## config.mk

```make
export PLATFORM = sky130hd
export DESIGN_NAME = fetch_unit
export DESIGN_NICKNAME = d
export VERILOG_FILES = /design/src/rtl/cpu_pkg.sv /design/src/rtl/fetch_buffer.sv /design/src/rtl/fetch_unit.sv
export SDC_FILE = /design/constraint.sdc
export NUM_CORES = 1
export LEC_CHECK = 0
export CAP_MARGIN = 20
export CORE_ASPECT_RATIO = 0.7
export CORE_MARGIN = 2
export CORE_UTILIZATION = 40
export DETAILED_ROUTE_END_ITERATION = 12
export HOLD_SLACK_MARGIN = 0.03
export PLACE_DENSITY_LB_ADDON = 0.15
export SYNTH_ARGS = -nofsm -noshare
export SYNTH_HDL_FRONTEND = slang
export SYNTH_SLANG_ARGS = --single-unit
```

## constraint.sdc

```tcl
create_clock -name clk -period 23.3 [get_ports clk]
set_input_delay 3.495 -clock clk [delete_from_list [all_inputs] [get_ports clk]]
set_output_delay 3.495 -clock clk [all_outputs]
set_load 0.01 [all_outputs]
```

## src/rtl/cpu_pkg.sv

```systemverilog
// cpu_pkg: shared constants and types for the fetch/decode front end
package cpu_pkg;
  localparam logic [31:0] NOP_INST = 32'h0000_0013;
  localparam logic [31:0] DEFAULT_RESET_PC = 32'h0100_0000;
  localparam logic [6:0] OPC_JAL = 7'b1101111;
  localparam logic [6:0] OPC_JALR = 7'b1100111;
  localparam logic [6:0] OPC_BRANCH = 7'b1100011;
  typedef struct packed {
    logic [31:0] pc;
    logic [31:0] inst;
  } fetch_entry_t;
  typedef enum logic {RUN, DRAIN} fetch_state_t;
endpackage

```

## src/rtl/fetch_buffer.sv

```systemverilog
// fetch_buffer: synchronous FIFO of DEPTH entries of type T (power-of-2 depth)
//   in : clk, reset_n (sync, active-low), push/wr_data, pop, flush
//   out: empty, count (occupancy), head (oldest entry, combinational)
module fetch_buffer
  import cpu_pkg::*;
#(
  parameter int DEPTH = 2,
  parameter type T = fetch_entry_t
) (
  input  logic                   clk,
  input  logic                   reset_n,
  input  logic                   push,
  input  T                       wr_data,
  input  logic                   pop,
  input  logic                   flush,
  output logic                   empty,
  output logic [$clog2(DEPTH):0] count,
  output T                       head
);
  localparam int AW = $clog2(DEPTH);
  T mem_q [DEPTH];
  logic [AW-1:0] rd_q, rd_d, wr_q, wr_d;
  logic [AW:0] cnt_q, cnt_d;
  logic do_pop;
  always_comb begin
    do_pop = pop && cnt_q != '0;
    rd_d = flush ? '0 : rd_q + AW'(do_pop);
    wr_d = flush ? '0 : wr_q + AW'(push);
    cnt_d = flush ? '0 : cnt_q + (AW+1)'(push) - (AW+1)'(do_pop);
  end
  always_ff @(posedge clk) begin
    if (!reset_n) begin
      rd_q <= '0;
      wr_q <= '0;
      cnt_q <= '0;
    end else begin
      rd_q <= rd_d;
      wr_q <= wr_d;
      cnt_q <= cnt_d;
    end
    if (push && !flush) mem_q[wr_q] <= wr_data;
  end
  assign empty = cnt_q == '0;
  assign count = cnt_q;
  assign head = mem_q[rd_q];
endmodule

```

## src/rtl/fetch_unit.sv

```systemverilog
// fetch_unit: instruction fetch stage with PC, imem request channel, buffer and redirect drain
//   in : clk, reset_n (sync, active-low), stall, redirect/redirect_pc,
//        imem_req_ready, imem_rsp_valid/imem_rsp_data
//   out: imem_req_valid/imem_req_addr, inst_f, PC_f, valid_f
//   FETCH_PERF_CNT_EN adds perf_fetched, perf_dropped, perf_stall counters
module fetch_unit
  import cpu_pkg::*;
#(
  parameter logic [31:0] RESET_PC = DEFAULT_RESET_PC,
  parameter int BUF_DEPTH = 2
) (
  input  logic        clk,
  input  logic        reset_n,
  input  logic        stall,
  input  logic        redirect,
  input  logic [31:0] redirect_pc,
  output logic        imem_req_valid,
  input  logic        imem_req_ready,
  output logic [31:0] imem_req_addr,
  input  logic        imem_rsp_valid,
  input  logic [31:0] imem_rsp_data,
  output logic [31:0] inst_f,
  output logic [31:0] PC_f,
  output logic        valid_f
`ifdef FETCH_PERF_CNT_EN
  ,
  output logic [31:0] perf_fetched,
  output logic [31:0] perf_dropped,
  output logic [31:0] perf_stall
`endif
);
  localparam int CW = $clog2(BUF_DEPTH) + 1;
  fetch_state_t state_q, state_d;
  logic [31:0] pc_q, pc_d, tag_head;
  logic [CW-1:0] drop_q, drop_d, buf_cnt, tag_cnt;
  logic buf_empty, tag_empty, issue, rsp_ok, buf_push, buf_pop;
  fetch_entry_t buf_head, buf_in;
  always_comb begin
    rsp_ok = imem_rsp_valid && !tag_empty;
    issue = imem_req_valid && imem_req_ready;
    buf_push = rsp_ok && state_q == RUN && !redirect;
    buf_pop = valid_f && !stall && !redirect;
    buf_in = '{pc: tag_head, inst: imem_rsp_data};
  end
  // tag queue holds the PC of every outstanding request; its count is the in-flight count
  fetch_buffer #(.DEPTH(BUF_DEPTH), .T(logic [31:0])) u_tag (
    .clk(clk), .reset_n(reset_n), .push(issue), .wr_data(pc_q), .pop(rsp_ok),
    .flush(1'b0), .empty(tag_empty), .count(tag_cnt), .head(tag_head)
  );
  fetch_buffer #(.DEPTH(BUF_DEPTH), .T(fetch_entry_t)) u_buf (
    .clk(clk), .reset_n(reset_n), .push(buf_push), .wr_data(buf_in), .pop(buf_pop),
    .flush(redirect), .empty(buf_empty), .count(buf_cnt), .head(buf_head)
  );
  always_ff @(posedge clk) begin
    if (!reset_n) begin
      state_q <= RUN;
      pc_q <= RESET_PC;
      drop_q <= '0;
    end else begin
      state_q <= state_d;
      pc_q <= pc_d;
      drop_q <= drop_d;
    end
  end
  // a response arriving in the redirect cycle is already counted out of drop_d
  always_comb begin
    pc_d = redirect ? (redirect_pc & ~32'h3) : pc_q + (issue ? 32'd4 : 32'd0);
    drop_d = state_q == DRAIN ? drop_q - CW'(rsp_ok) : redirect ? tag_cnt - CW'(rsp_ok) : '0;
    state_d = drop_d != '0 ? DRAIN : RUN;
  end
  always_comb begin
    imem_req_valid = reset_n && state_q == RUN && !redirect &&
                     ({1'b0, buf_cnt} + {1'b0, tag_cnt} < (CW+1)'(BUF_DEPTH));
    imem_req_addr = pc_q;
    valid_f = !buf_empty;
    inst_f = buf_empty ? NOP_INST : buf_head.inst;
    PC_f = buf_empty ? '0 : buf_head.pc;
  end
`ifdef FETCH_PERF_CNT_EN
  logic [31:0] perf_fetched_q, perf_fetched_d, perf_dropped_q, perf_dropped_d, perf_stall_q, perf_stall_d;
  always_comb begin
    perf_fetched_d = perf_fetched_q + 32'(buf_pop);
    perf_dropped_d = perf_dropped_q + (redirect ? 32'(buf_cnt) : 32'd0) + 32'(rsp_ok && !buf_push);
    perf_stall_d = perf_stall_q + 32'(stall && valid_f);
  end
  always_ff @(posedge clk) begin
    if (!reset_n) begin
      perf_fetched_q <= '0;
      perf_dropped_q <= '0;
      perf_stall_q <= '0;
    end else begin
      perf_fetched_q <= perf_fetched_d;
      perf_dropped_q <= perf_dropped_d;
      perf_stall_q <= perf_stall_d;
    end
  end
  assign perf_fetched = perf_fetched_q;
  assign perf_dropped = perf_dropped_q;
  assign perf_stall = perf_stall_q;
`endif
endmodule

```

==> results_tabular.tex, run 1 <==
\begin{tabular}{lr}
\hline
Metric & Value \\
\hline
\multicolumn{2}{l}{\textbf{Clock tree}} \\
Number of buffers inserted for hold repair after clock tree synthesis & 0 \\
Cts bufs inserted & 23 \\
Maximum buffer depth of the clock tree & 3 \\
Cts repair resizes & 0 \\
H-tree depth & 1 \\
Skew-Pair Late Insertion Delay & roughly 0.52 ns \\
CTS tree & done \\
Total setup buffers inserted after CTS & 0 \\
Root Driver & clkbuf\_16 \\
CTS clock-pin slew for the worst setup and hold paths & 0.07 ns \\
Sinks on Clock Net & $\sim$230 \\
\multicolumn{2}{l}{\textbf{Flow run}} \\
Max Cap Viol & 0 \\
\multicolumn{2}{l}{\textbf{Hold path}} \\
Critical hold path startpoint & imem\_req\_addr[31] \\
Hold Path Sink & u\_tag.mem\_q[1][31] \\
HP Class & reg2reg \\
Worst hold path cell count & 0 \\
\multicolumn{2}{l}{\textbf{STA}} \\
Clock Skews & around 0.023 ns \\
Count of final hold-check violations & 0 \\
Remaining max-slew budget at the tightest pin & around 27\% \\
Min cycle time layout & 9.02 ns \\
Slew @ Worst Pin & 1.08 ns \\
RSZ-0062 raised after global routing & no \\
Summed negative setup slack over all endpoints & 0 ns \\
Final Max Tran Viols & 0 \\
Final critical-path share of the clock period & 38.7\% \\
Max Clock Freq & 111 MHz \\
Final setup vio count & 0 \\
\multicolumn{2}{l}{\textbf{Power}} \\
Leakage dissipation & between 3 and 4 nW \\
Combinational fraction of design power & between 10\% and 20\% \\
Power density normalized to cell area & between 80 and 90 nW/um2 \\
Part of the total power dissipated in sequential elements & between 50\% and 60\% \\
Internal portion of total power & 741 uW \\
Clock network power share & $\sim$36\% \\
Peak supply drop & 0.0468 mV \\
Net switching power & 233 uW \\
Switching Fraction & a little under a quarter \\
\multicolumn{2}{l}{\textbf{Route}} \\
Post-DRT Antenna Nets & 0 \\
Average via count per standard cell & 5.11 \\
First-pass iteration count of the detailed router & 4 \\
Wire length per cell after detailed routing & between 15 and 20 um \\
Post-route DRC violation count & 0 \\
WL final & 20.7 mm \\
Number of DRC markers after the initial detailed-route iteration & between 300 and 400 \\
Total via count in the routed design & about 5800 \\
\multicolumn{2}{l}{\textbf{Yosys}} \\
Area fraction in compound gates after synthesis & under 10\% \\
Share of flip-flops with an asynchronous set or reset & 0\% \\
Instance count of the mapped netlist & approximately 640 \\
Fraction of synthesized cell area in xor and xnor cells & under 10\% \\
Cell taking the most area after synthesis & edfxtp\_1 \\
Share of Yosys cell area claimed by the top area cell type & around 60\% \\
Number of synthesized register bits & around 230 \\
Simple-gate area share of the yosys netlist & 9.96\% \\
Sequential-to-total area share from yosys stat & 68.9\% \\
Number of different library cells in the post-synthesis netlist & 56 \\
Main synth FF type & edfxtp\_1 \\
Mean instance size in the synthesized netlist & approximately 14 um2 \\
Yosys warnings & 0 \\
Largest family of logic cells by synthesized area & multiplexers \\
Mux cell area share after synthesis & 10.5\% \\
Area of the mapped netlist & 9250 um2 \\
Leading cell types by total area after synthesis & edfxtp\_1, dfxtp\_1, mux2i\_1 \\
Number of enable-type register cells in the synthesized netlist & roughly 180 \\
Adder-Cell Fraction of Synth Area & between 1.5 and 2\% \\
\multicolumn{2}{l}{\textbf{Global routing}} \\
Via count of the first global-routing pass & between 5000 and 6000 \\
Global-route usage over all layers & $\sim$17\% \\
Wire length of the first global-routing pass & $\sim$32 mm \\
Global route total overflow & 0 \\
Maximum number of pins on one net before global-route repair & 56 \\
Number of antenna violations at the first check in global routing & 0 \\
\multicolumn{2}{l}{\textbf{Cells and area}} \\
Diode count & 0 \\
Ratio of cells with drive above 1 in the final layout & 11.1\% \\
Signed area change from the synthesized netlist to the final layout & 28.8\% \\
Fill cell count & 1920 \\
Final design area excluding fillers & around 12000 um2 \\
Final \#Nets & approximately 890 \\
\multicolumn{2}{l}{\textbf{Floorplan}} \\
Die width & 186 um \\
Effective utilization at floorplan & about two fifths \\
Site row count & 46 \\
Full die area & 24400 um2 \\
Number of top-level pins & between 150 and 200 \\
Core area & roughly 23000 um2 \\
Vertical die dimension & between 100 and 150 um \\
\multicolumn{2}{l}{\textbf{Setup path}} \\
Kind of start point of the critical path & input pin \\
CP max FO & 44 \\
Count of cells along the worst register-to-register path & 10 \\
Critical Path Sink Type & output port \\
Reg-to-Reg End & imem\_req\_addr[26] \\
Classification of the worst setup path & in2out \\
Worst path arrival time & 5.52 ns \\
Launch instance of the worst register-to-register path & u\_buf.count[0] \\
Crit path required time & 19.81 ns \\
Minimum setup slack among reg-to-reg paths & 19.37 ns \\
\multicolumn{2}{l}{\textbf{Placement}} \\
IO buf count & around 160 \\
Detailed placement HPWL & 13.7 mm \\
Placer Congestion & around 0.8 \\
Area of placed instances & approximately 11000 um2 \\
\multicolumn{2}{l}{\textbf{Run status}} \\
Outcome & finished clean \\
\hline
\end{tabular}
==> stage by stage <==
stage	utilization [%]	hold slack [ns]	worst slack [ns]	power, mW	instances
after floorplan	-	0.499	12.80	0.579	644
after global placement	49.3	0.512	14.34	0.628	1093
after detailed placement	49.3	0.515	14.28	0.634	1093
after CTS	52.5	0.534	14.26	0.987	1135
after global routing	52.5	0.543	14.12	1.02	1135
final	52.5	0.533	14.28	0.974	1135
==> worst max-delay path by stage <==
| stage | slack (ns) | start | end |
|---|---|---|---|
| 2_1_floorplan | 12.80 | redirect | u_buf.mem_q[0][0] |
| 3_3_place_gp | 14.34 | reset_n | imem_req_valid |
| 3_5_place_dp | 14.28 | reset_n | imem_req_valid |
| 4_1_cts | 14.26 | reset_n | imem_req_valid |
| 5_1_grt | 14.12 | reset_n | imem_req_valid |
| 6_report | 14.28 | reset_n | imem_req_valid |
==> synthesized netlist by cell type, types with 2 or more instances <==
master    instances
and3_1            4
buf_6             3
a31oi_1          11
o21ai_0          27
ha_1             10
nor2_1           66
or3_1             4
or4_1            11
or3_2             2
nand3_1           9
clkbuf_1         21
edfxtp_1        184
o31ai_1           6
dfxtp_1          42
mux2_2           30
inv_1            13
nor3_1            8
o21a_1            2
o211a_1           2
nor2b_1           5
and4_1            3
o2111a_1          2
and2_1           12
xor2_1            6
buf_1             4
a21oi_1           7
nand2_1          18
nand2b_1          4
mux2i_1          63
nand4_1          12
xnor2_1          14
buf_4             5
nor3b_1           2
nor4_1            6
o41ai_1           2
==> power groups by stage <==
stage	sequential, mW	clock (mW)	combinational, mW
2_1_floorplan	0.502	0	0.0771
3_3_place_gp	0.504	0	0.124
3_5_place_dp	0.506	0	0.128
4_1_cts	0.498	0.361	0.129
5_1_grt	0.501	0.375	0.140
6_report	0.497	0.351	0.127
==> cell type report <==
| cell class | instances | area [um2] | area share (%) |
|---|---|---|---|
| multi-input combinational | 369 | 2670 | 22.4 |
| tap | 312 | 390 | 3.28 |
| clock inverter | 10 | 57.6 | 0.483 |
| inverter | 14 | 52.6 | 0.441 |
| timing repair buffer | 172 | 1690 | 14.2 |
| sequential | 226 | 6370 | 53.5 |
| clock buffer | 32 | 671 | 5.63 |
==> routing by layer <==
layer	global-route usage, %	vias up	share of wire (%)
li1	-	2752	-
met1	23.5	2842	45
met2	27.1	178	46
met3	3.58	27	6.1
met4	4.90	0	2.3
met5	0	-	0
==> cell families (layout without fill, tap and decap cells) <==
group | after synthesis | in the layout
compound gates | 67 | 67
xor+xnor | 20 | 20
fa+ha+maj | 11 | 11
buf+inv | 49 | 228
flops | 226 | 226
mux | 93 | 93
other cells | 1 | 4
simple gates | 174 | 174
==> flip-flops by register name (all words and copies together) (netlist names), named ones only <==
register       count
u_tag.count        2
u_buf.wr_q         1
u_tag.mem_q       60
u_buf.mem_q      124
u_buf.rd_q         1
drop_q             2
u_tag.rd_q         1
state_q            1
imem_req_addr     30
u_tag.wr_q         1
u_buf.count        2
==> critical path, stage by stage <==
cell,delay (ns)
clkdlybuf4s50_1,0.45
buf_4,0.36
nand2b_1,0.22
nor4_1,0.37
clkdlybuf4s50_1,0.62
==> placed cells by master (no fill, tap or decap), drive strengths merged, types with 12 or more instances in the layout <==
cell,n
inv,14
o21ai,27
edfxtp,184
nor2,66
clkdlybuf4s50,161
clkbuf,32
xnor2,14
dfxtp,42
nand2,19
and2,12
mux2,30
mux2i,63
or4,12
nand4,13
No activity file was read; power rests on OpenSTA's default activity.
==> inputs of run 2 (changes only) <==
clock period = 7.3 ns   (was 23.3 ns; I/O delays follow)
==> run 2 against run 1 <==
Core utilization shrank 0.15 points; non-clock buffer count shrank 1; global-route usage grew 0.11 points; combinational power grew to 3.3 times the previous value; clock-buffer cell count shrank 6; largest power group unchanged.
==> results_tabular.tex, run 2 (synthesized netlist as in run 1, its figures left out) <==
\begin{tabular}{lr}
\hline
Metric & Value \\
\hline
\multicolumn{2}{l}{\textbf{STA}} \\
RSZ-0062 raised after global routing & no \\
Min cycle time layout & 4.60 ns \\
Summed negative setup slack over all endpoints & 0 ns (unchanged) \\
Slew @ Worst Pin & 0.896 ns (-0.186 ns) \\
Final Max Tran Viols & 0 (unchanged) \\
Clock Skews & 0.00825 ns (-0.0152 ns) \\
Remaining max-slew budget at the tightest pin & 40.1\% (+13 points) \\
Final critical-path share of the clock period & between 60 and 70\% \\
Final setup vio count & 0 (unchanged) \\
Max Clock Freq & 217 MHz \\
Count of final hold-check violations & 0 (unchanged) \\
\multicolumn{2}{l}{\textbf{Clock tree}} \\
H-tree depth & 1 (unchanged) \\
Maximum buffer depth of the clock tree & 3 (unchanged) \\
Total setup buffers inserted after CTS & 0 (unchanged) \\
Cts repair resizes & 0 (unchanged) \\
Cts bufs inserted & 23 (unchanged) \\
Sinks on Clock Net & 226 (unchanged) \\
Root Driver & clkbuf\_16 \\
CTS clock-pin slew for the worst setup and hold paths & 0.06 ns (about the same) \\
CTS tree & done \\
Skew-Pair Late Insertion Delay & 0.50 ns (-0.02 ns) \\
Number of buffers inserted for hold repair after clock tree synthesis & 0 (unchanged) \\
\multicolumn{2}{l}{\textbf{Placement}} \\
IO buf count & 161 (unchanged) \\
Detailed placement HPWL & 13.4 mm (-2.1\%) \\
Cell total after placement & 1092 (-0.091\%) \\
Placer Congestion & 0.849 (+6.4\%) \\
\multicolumn{2}{l}{\textbf{Setup path}} \\
Delay-heaviest family, CP & simple AND/OR/NAND/NOR gates \\
Critical Path Sink Type & flop \\
CP max FO & 44 (unchanged) \\
Minimum setup slack among reg-to-reg paths & 3.29 ns (-16.08 ns) \\
Crit path required time & 7.69 ns (-12.12 ns) \\
Number of buffer and inverter instances along the worst setup path & 2 (-1) \\
Cell with the largest stage delay on the worst path & or4\_4 \\
Crit-path max cell delay & 0.70 ns (+0.08 ns) \\
Worst path arrival time & 5.00 ns (-0.52 ns) \\
Kind of start point of the critical path & input pin \\
Classification of the worst setup path & in2reg \\
Crit-path cells & clkdlybuf4s50\_1, buf\_4, nand2b\_1, nor4\_1, and2\_1, ha\_1, nand2\_2, or4\_4, or4\_1, o2111a\_1 \\
\multicolumn{2}{l}{\textbf{Floorplan}} \\
Site row count & 46 (unchanged) \\
Die width & 186 um (unchanged) \\
Core area & 22700 um2 (unchanged) \\
Full die area & 24400 um2 (unchanged) \\
Effective utilization at floorplan & 40.8\% (unchanged) \\
Vertical die dimension & 131 um (unchanged) \\
Number of top-level pins & 168 (unchanged) \\
\multicolumn{2}{l}{\textbf{Cells and area}} \\
Leading cell types in the layout, fill and taps excluded & edfxtp\_1, clkdlybuf4s50\_1, nor2\_1 \\
Final non-filler cell total & 1131 (-0.35\%) \\
Ratio of cells with drive above 1 in the final layout & 9.89\% (-1.2 points) \\
Largest Register & u\_buf.mem\_q \\
Utilization after layout & 52.3\% (-0.15 points) \\
Most common cell after layout, fill and taps aside & edfxtp\_1 \\
Final \#Nets & 886 (-0.11\%) \\
Diode count & 0 (unchanged) \\
Signed area change from the synthesized netlist to the final layout & 28.4\% \\
Max reg flops & 124 (unchanged) \\
\multicolumn{2}{l}{\textbf{Global routing}} \\
Global-route met3 utilization & 2.99\% (-0.58 points) \\
Via count of the first global-routing pass & 5881 (+0.68\%) \\
Most congested layer reported by global routing & met2 \\
Global-route usage over all layers & 17.1\% (+0.11 points) \\
Met2 global-route usage & 27.7\% (+0.60 points) \\
Global route total overflow & 0 (unchanged) \\
GR Util met1 & 23.6\% (+0.072 points) \\
Number of antenna violations at the first check in global routing & 0 (unchanged) \\
Maximum number of pins on one net before global-route repair & 57 (+1.8\%) \\
Wire length of the first global-routing pass & 32.7 mm (+2.2\%) \\
\multicolumn{2}{l}{\textbf{Route}} \\
Post-route DRC violation count & 0 (unchanged) \\
Post-DRT Antenna Nets & 0 (unchanged) \\
Number of DRC markers after the initial detailed-route iteration & 375 (+21\%) \\
Average via count per standard cell & 5.02 (-1.7\%) \\
Total via count in the routed design & 5680 (-2.1\%) \\
Wire length per cell after detailed routing & 18.2 um (about the same) \\
First-pass iteration count of the detailed router & 4 (unchanged) \\
WL final & 20.6 mm (-0.42\%) \\
\multicolumn{2}{l}{\textbf{Power}} \\
Leakage dissipation & 3.80 nW (-0.83\%) \\
Peak supply drop & 0.135 mV (+190\%) \\
Power density normalized to cell area & 258 nW/um2 (+220\%) \\
\multicolumn{2}{l}{\textbf{Flow run}} \\
Max Cap Viol & 0 (unchanged) \\
\multicolumn{2}{l}{\textbf{Hold path}} \\
HP Class & reg2reg \\
\multicolumn{2}{l}{\textbf{Run status}} \\
Outcome & finished clean \\
\hline
\end{tabular}
-- run 2: final cells by class --
cell class,count,area (um2)
fillers,1924,10800
repair buffers,171,1710
clock buffers,26,587
clock inverters,13,86.3
inverters,14,52.6
well taps,312,390
flip-flops and latches,226,6370
multi-input cells,369,2680
-- run 2: stage by stage --
stage / area [um2] / hold WS, ns / setup slack [ns] / total power [mW]
floorplan: 9260 / 0.518 / 1.80 / 1.84
global placement: 11200 / 0.537 / 2.36 / 2.01
detailed placement: 11200 / 0.543 / 2.25 / 2.03
CTS: 11900 / 0.552 / 2.76 / 3.10
global route: 11900 / 0.565 / 2.45 / 3.20
finish: 11900 / 0.547 / 2.70 / 3.06
-- run 2: layer usage --
metal | part of all wire [%] | wire (um)
met5 | 0 | 0
met4 | 2.2 | 457
met3 | 5.3 | 1090
met2 | 47 | 9610
met1 | 46 | 9460
-- run 2: report_power, final --
group | switching (mW) | internal (mW)
combinational | 0.212 | 0.202
sequential | 0.0581 | 1.52
clock | 0.460 | 0.608
total | 0.730 | 2.33
-- run 2: worst paths after layout --
path | startpoint | endpoint | cells past startpoint
worst max-delay path | reset_n | imem_req_addr[26] | 10
worst min-delay path | imem_req_addr[2] | u_tag.mem_q[1][2] | 0
worst max register to register | u_buf.count[0] | imem_req_addr[26] | 10
worst min register to register | imem_req_addr[2] | u_tag.mem_q[1][2] | 0
==> edit: new RTL, settings of run 1 <==
Build with the macro `FETCH_PERF_CNT_EN` defined.
--- a/src/rtl/fetch_unit.sv
+++ b/src/rtl/fetch_unit.sv
@@ -3,6 +3,8 @@
 //        imem_req_ready, imem_rsp_valid/imem_rsp_data
 //   out: imem_req_valid/imem_req_addr, inst_f, PC_f, valid_f
 //   FETCH_PERF_CNT_EN adds perf_fetched, perf_dropped, perf_stall counters
+`define FETCH_PERF_CNT_EN
+
 module fetch_unit
   import cpu_pkg::*;
 #(
Check against the original RTL (old outputs only; new: perf_dropped, perf_fetched and perf_stall): equivalent (equiv_simple and equiv_induct, registers matched by name and starting in step).
==> edit against run 1 <==
- synthesized area increased by 47%
- first-iteration DRC count increased by 100%
- power increased by 37%
- worst setup slack improved by 0.28 ns
- final area increased by 49%
- routed wire length increased by 65%
- via count increased by 72%
- sequential cell count increased by 96
- critical path type unchanged
- largest power group unchanged
==> edit: results (changes against run 1) <==
| Metric | Value |
|---|---|
| Initial antenna violation count | 1 (was 0) |
| Tot GR Track Use | 18.8% (was 17.0%) |
| GR Layer Usage met1 | 27.6% (was 23.5%) |
| CTS H-tree depth | 2 (was 1) |
| Top cells by count, synth | edfxtp_1 (184), dfxtp_1 (138), nor2_1 (118), mux2i_1 (70), o21ai_0 (54) (was edfxtp_1 (184), nor2_1 (66), mux2i_1 (63), dfxtp_1 (42), mux2_2 (30)) |
| Inst Count DP | 1805 (was 1093) |
| Status | finished clean (unchanged) |
| First-pass iteration count of the detailed router | 5 (was 4) |
| Vias in the first global route | 9244 (was 5841) |
| Num CTS Buffers | 34 (was 23) |
| RR Endpoint | perf_dropped[20] (was imem_req_addr[26]) |
| Via count | 9972 (was 5799) |
| Top cells by area, synth | edfxtp_1 (41%), dfxtp_1 (20%), mux2i_1 (5.2%), nor2_1 (3.3%), mux2_2 (2.5%) (was edfxtp_1 (60%), dfxtp_1 (9.1%), mux2i_1 (6.8%), mux2_2 (3.7%), nor2_1 (2.7%)) |
| Register area share after synthesis | 60.9% (was 68.9%) |
| CTS Root Cell | clkbuf_16 (unchanged) |
| DP HPWL | 21.9 mm (was 13.7 mm) |
| Placed instance area | 16600 sq um (was 11200 sq um) |
| Post CTS Setup Buffer Count | 0 (unchanged) |
| Worst Setup SP | redirect (was reset_n) |
| Setup Skew | 0.0123 ns (was 0.0235 ns) |
| Syn Area/Cell | 11.7 sq um (was 14.4 sq um) |
| Pleak | 5.71 nW (was 3.84 nW) |
| Worst-margin pin slew | 1.01 ns (was 1.08 ns) |
| Layout cell share with drive strength beyond 1 | 7.47% (was 11.1%) |
| Arrival @ worst endpoint | 5.24 ns (was 5.52 ns) |
| Period minus WS final | 8.73 ns (was 9.02 ns) |
| Worst vdd ir | 0.0365 mV (was 0.0468 mV) |
| GPL Wtd Cong | 0.775 (was 0.798) |
| Critical Path Fanout Max | 25 (was 44) |
| Post_cts resized | 0 (unchanged) |
| I/O Buffers | 257 (was 161) |
| First-pass GRT wire length | 52.2 mm (was 32.0 mm) |
| Nets | 1494 (was 887) |
| Synth unique cells | 59 (was 56) |
| Layout Cells excl Fill | 1868 (was 1135) |
| FF-to-FF path depth | 9 (was 10) |
| Overall routed net length | 34.1 mm (was 20.7 mm) |
| Number of DRC markers in iteration 0 | 635 (was 310) |
| Met2 Use GR | 28.3% (was 27.1%) |
| Reg2reg setup slack | 19.41 ns (was 19.37 ns) |
| Setup crit end | imem_req_valid (unchanged) |
| Pre-CTS setup slack | 14.55 ns (was 14.28 ns) |
| Met3 Use GR | 4.13% (was 3.58%) |
| R2R Path Start | u_tag.count[1] (was u_buf.count[0]) |
| Clock transition at the registers of the reported paths | 0.06 ns |
| Largest net degree at the start of global routing | 70 (was 56) |
[edit: where the power goes]
| part | internal, mW | switching, mW | total [mW] | leakage [nW] |
|---|---|---|---|---|
| registers | 0.639 | 0.0146 | 0.654 | 2.79 |
| logic | 0.0643 | 0.0694 | 0.134 | 2.36 |
| clock network | 0.329 | 0.217 | 0.546 | 0.551 |
| total | 1.03 | 0.301 | 1.33 | 5.71 |
[edit: worst min path at each step]
stage	startpoint	end	slack (ns)	cells past startpoint
CTS	perf_dropped[31]	perf_dropped[31]	0.48	2
finish	perf_dropped[31]	perf_dropped[31]	0.47	2
global placement	perf_dropped[31]	perf_dropped[31]	0.45	2
global route	perf_dropped[31]	perf_dropped[31]	0.49	2
detailed placement	perf_dropped[31]	perf_dropped[31]	0.47	2
floorplan	u_tag.rd_q	flip-flop	0.48	2
[edit: logic make-up after synthesis]
kind of cell    after synthesis  share of synthesized area, %
buf+inv                      95                          2.85
simple gates                402                          15.7
xor+xnor                     52                          3.35
mux                         100                          7.63
compound gates              172                          7.73
flops                       322                          60.9
fa+ha+maj                    18                          1.82
other cells                   1                        0.0276
[edit: cell type report]
type                    instances  area (sq um)
diodes                          1          2.50
clock buffers                  47           983
clock inverters                15           146
fillers                      2903         15800
inverters                      32           121
multi-input cells             748          4950
flip-flops and latches        322          8290
well taps                     435           544
repair buffers                268          2650
[edit: stage by stage]
step	hold WS [ns]	total power, mW
floorplan	0.481	0.741
global placement	0.452	0.798
detailed placement	0.469	0.801
CTS	0.477	1.35
global route	0.494	1.39
finish	0.471	1.33
[edit: metal layers]
layer,vias up,part of all wire (%)
li1,4794,-
met1,4863,48
met2,274,44
met3,41,6.2
met4,0,1.8
met5,-,0
[edit: critical path, cell delays in order]
cell             delay, ns
clkdlybuf4s50_1       0.40
buf_4                 0.23
nor4_1                0.34
and2_1                0.21
clkdlybuf4s50_1       0.54
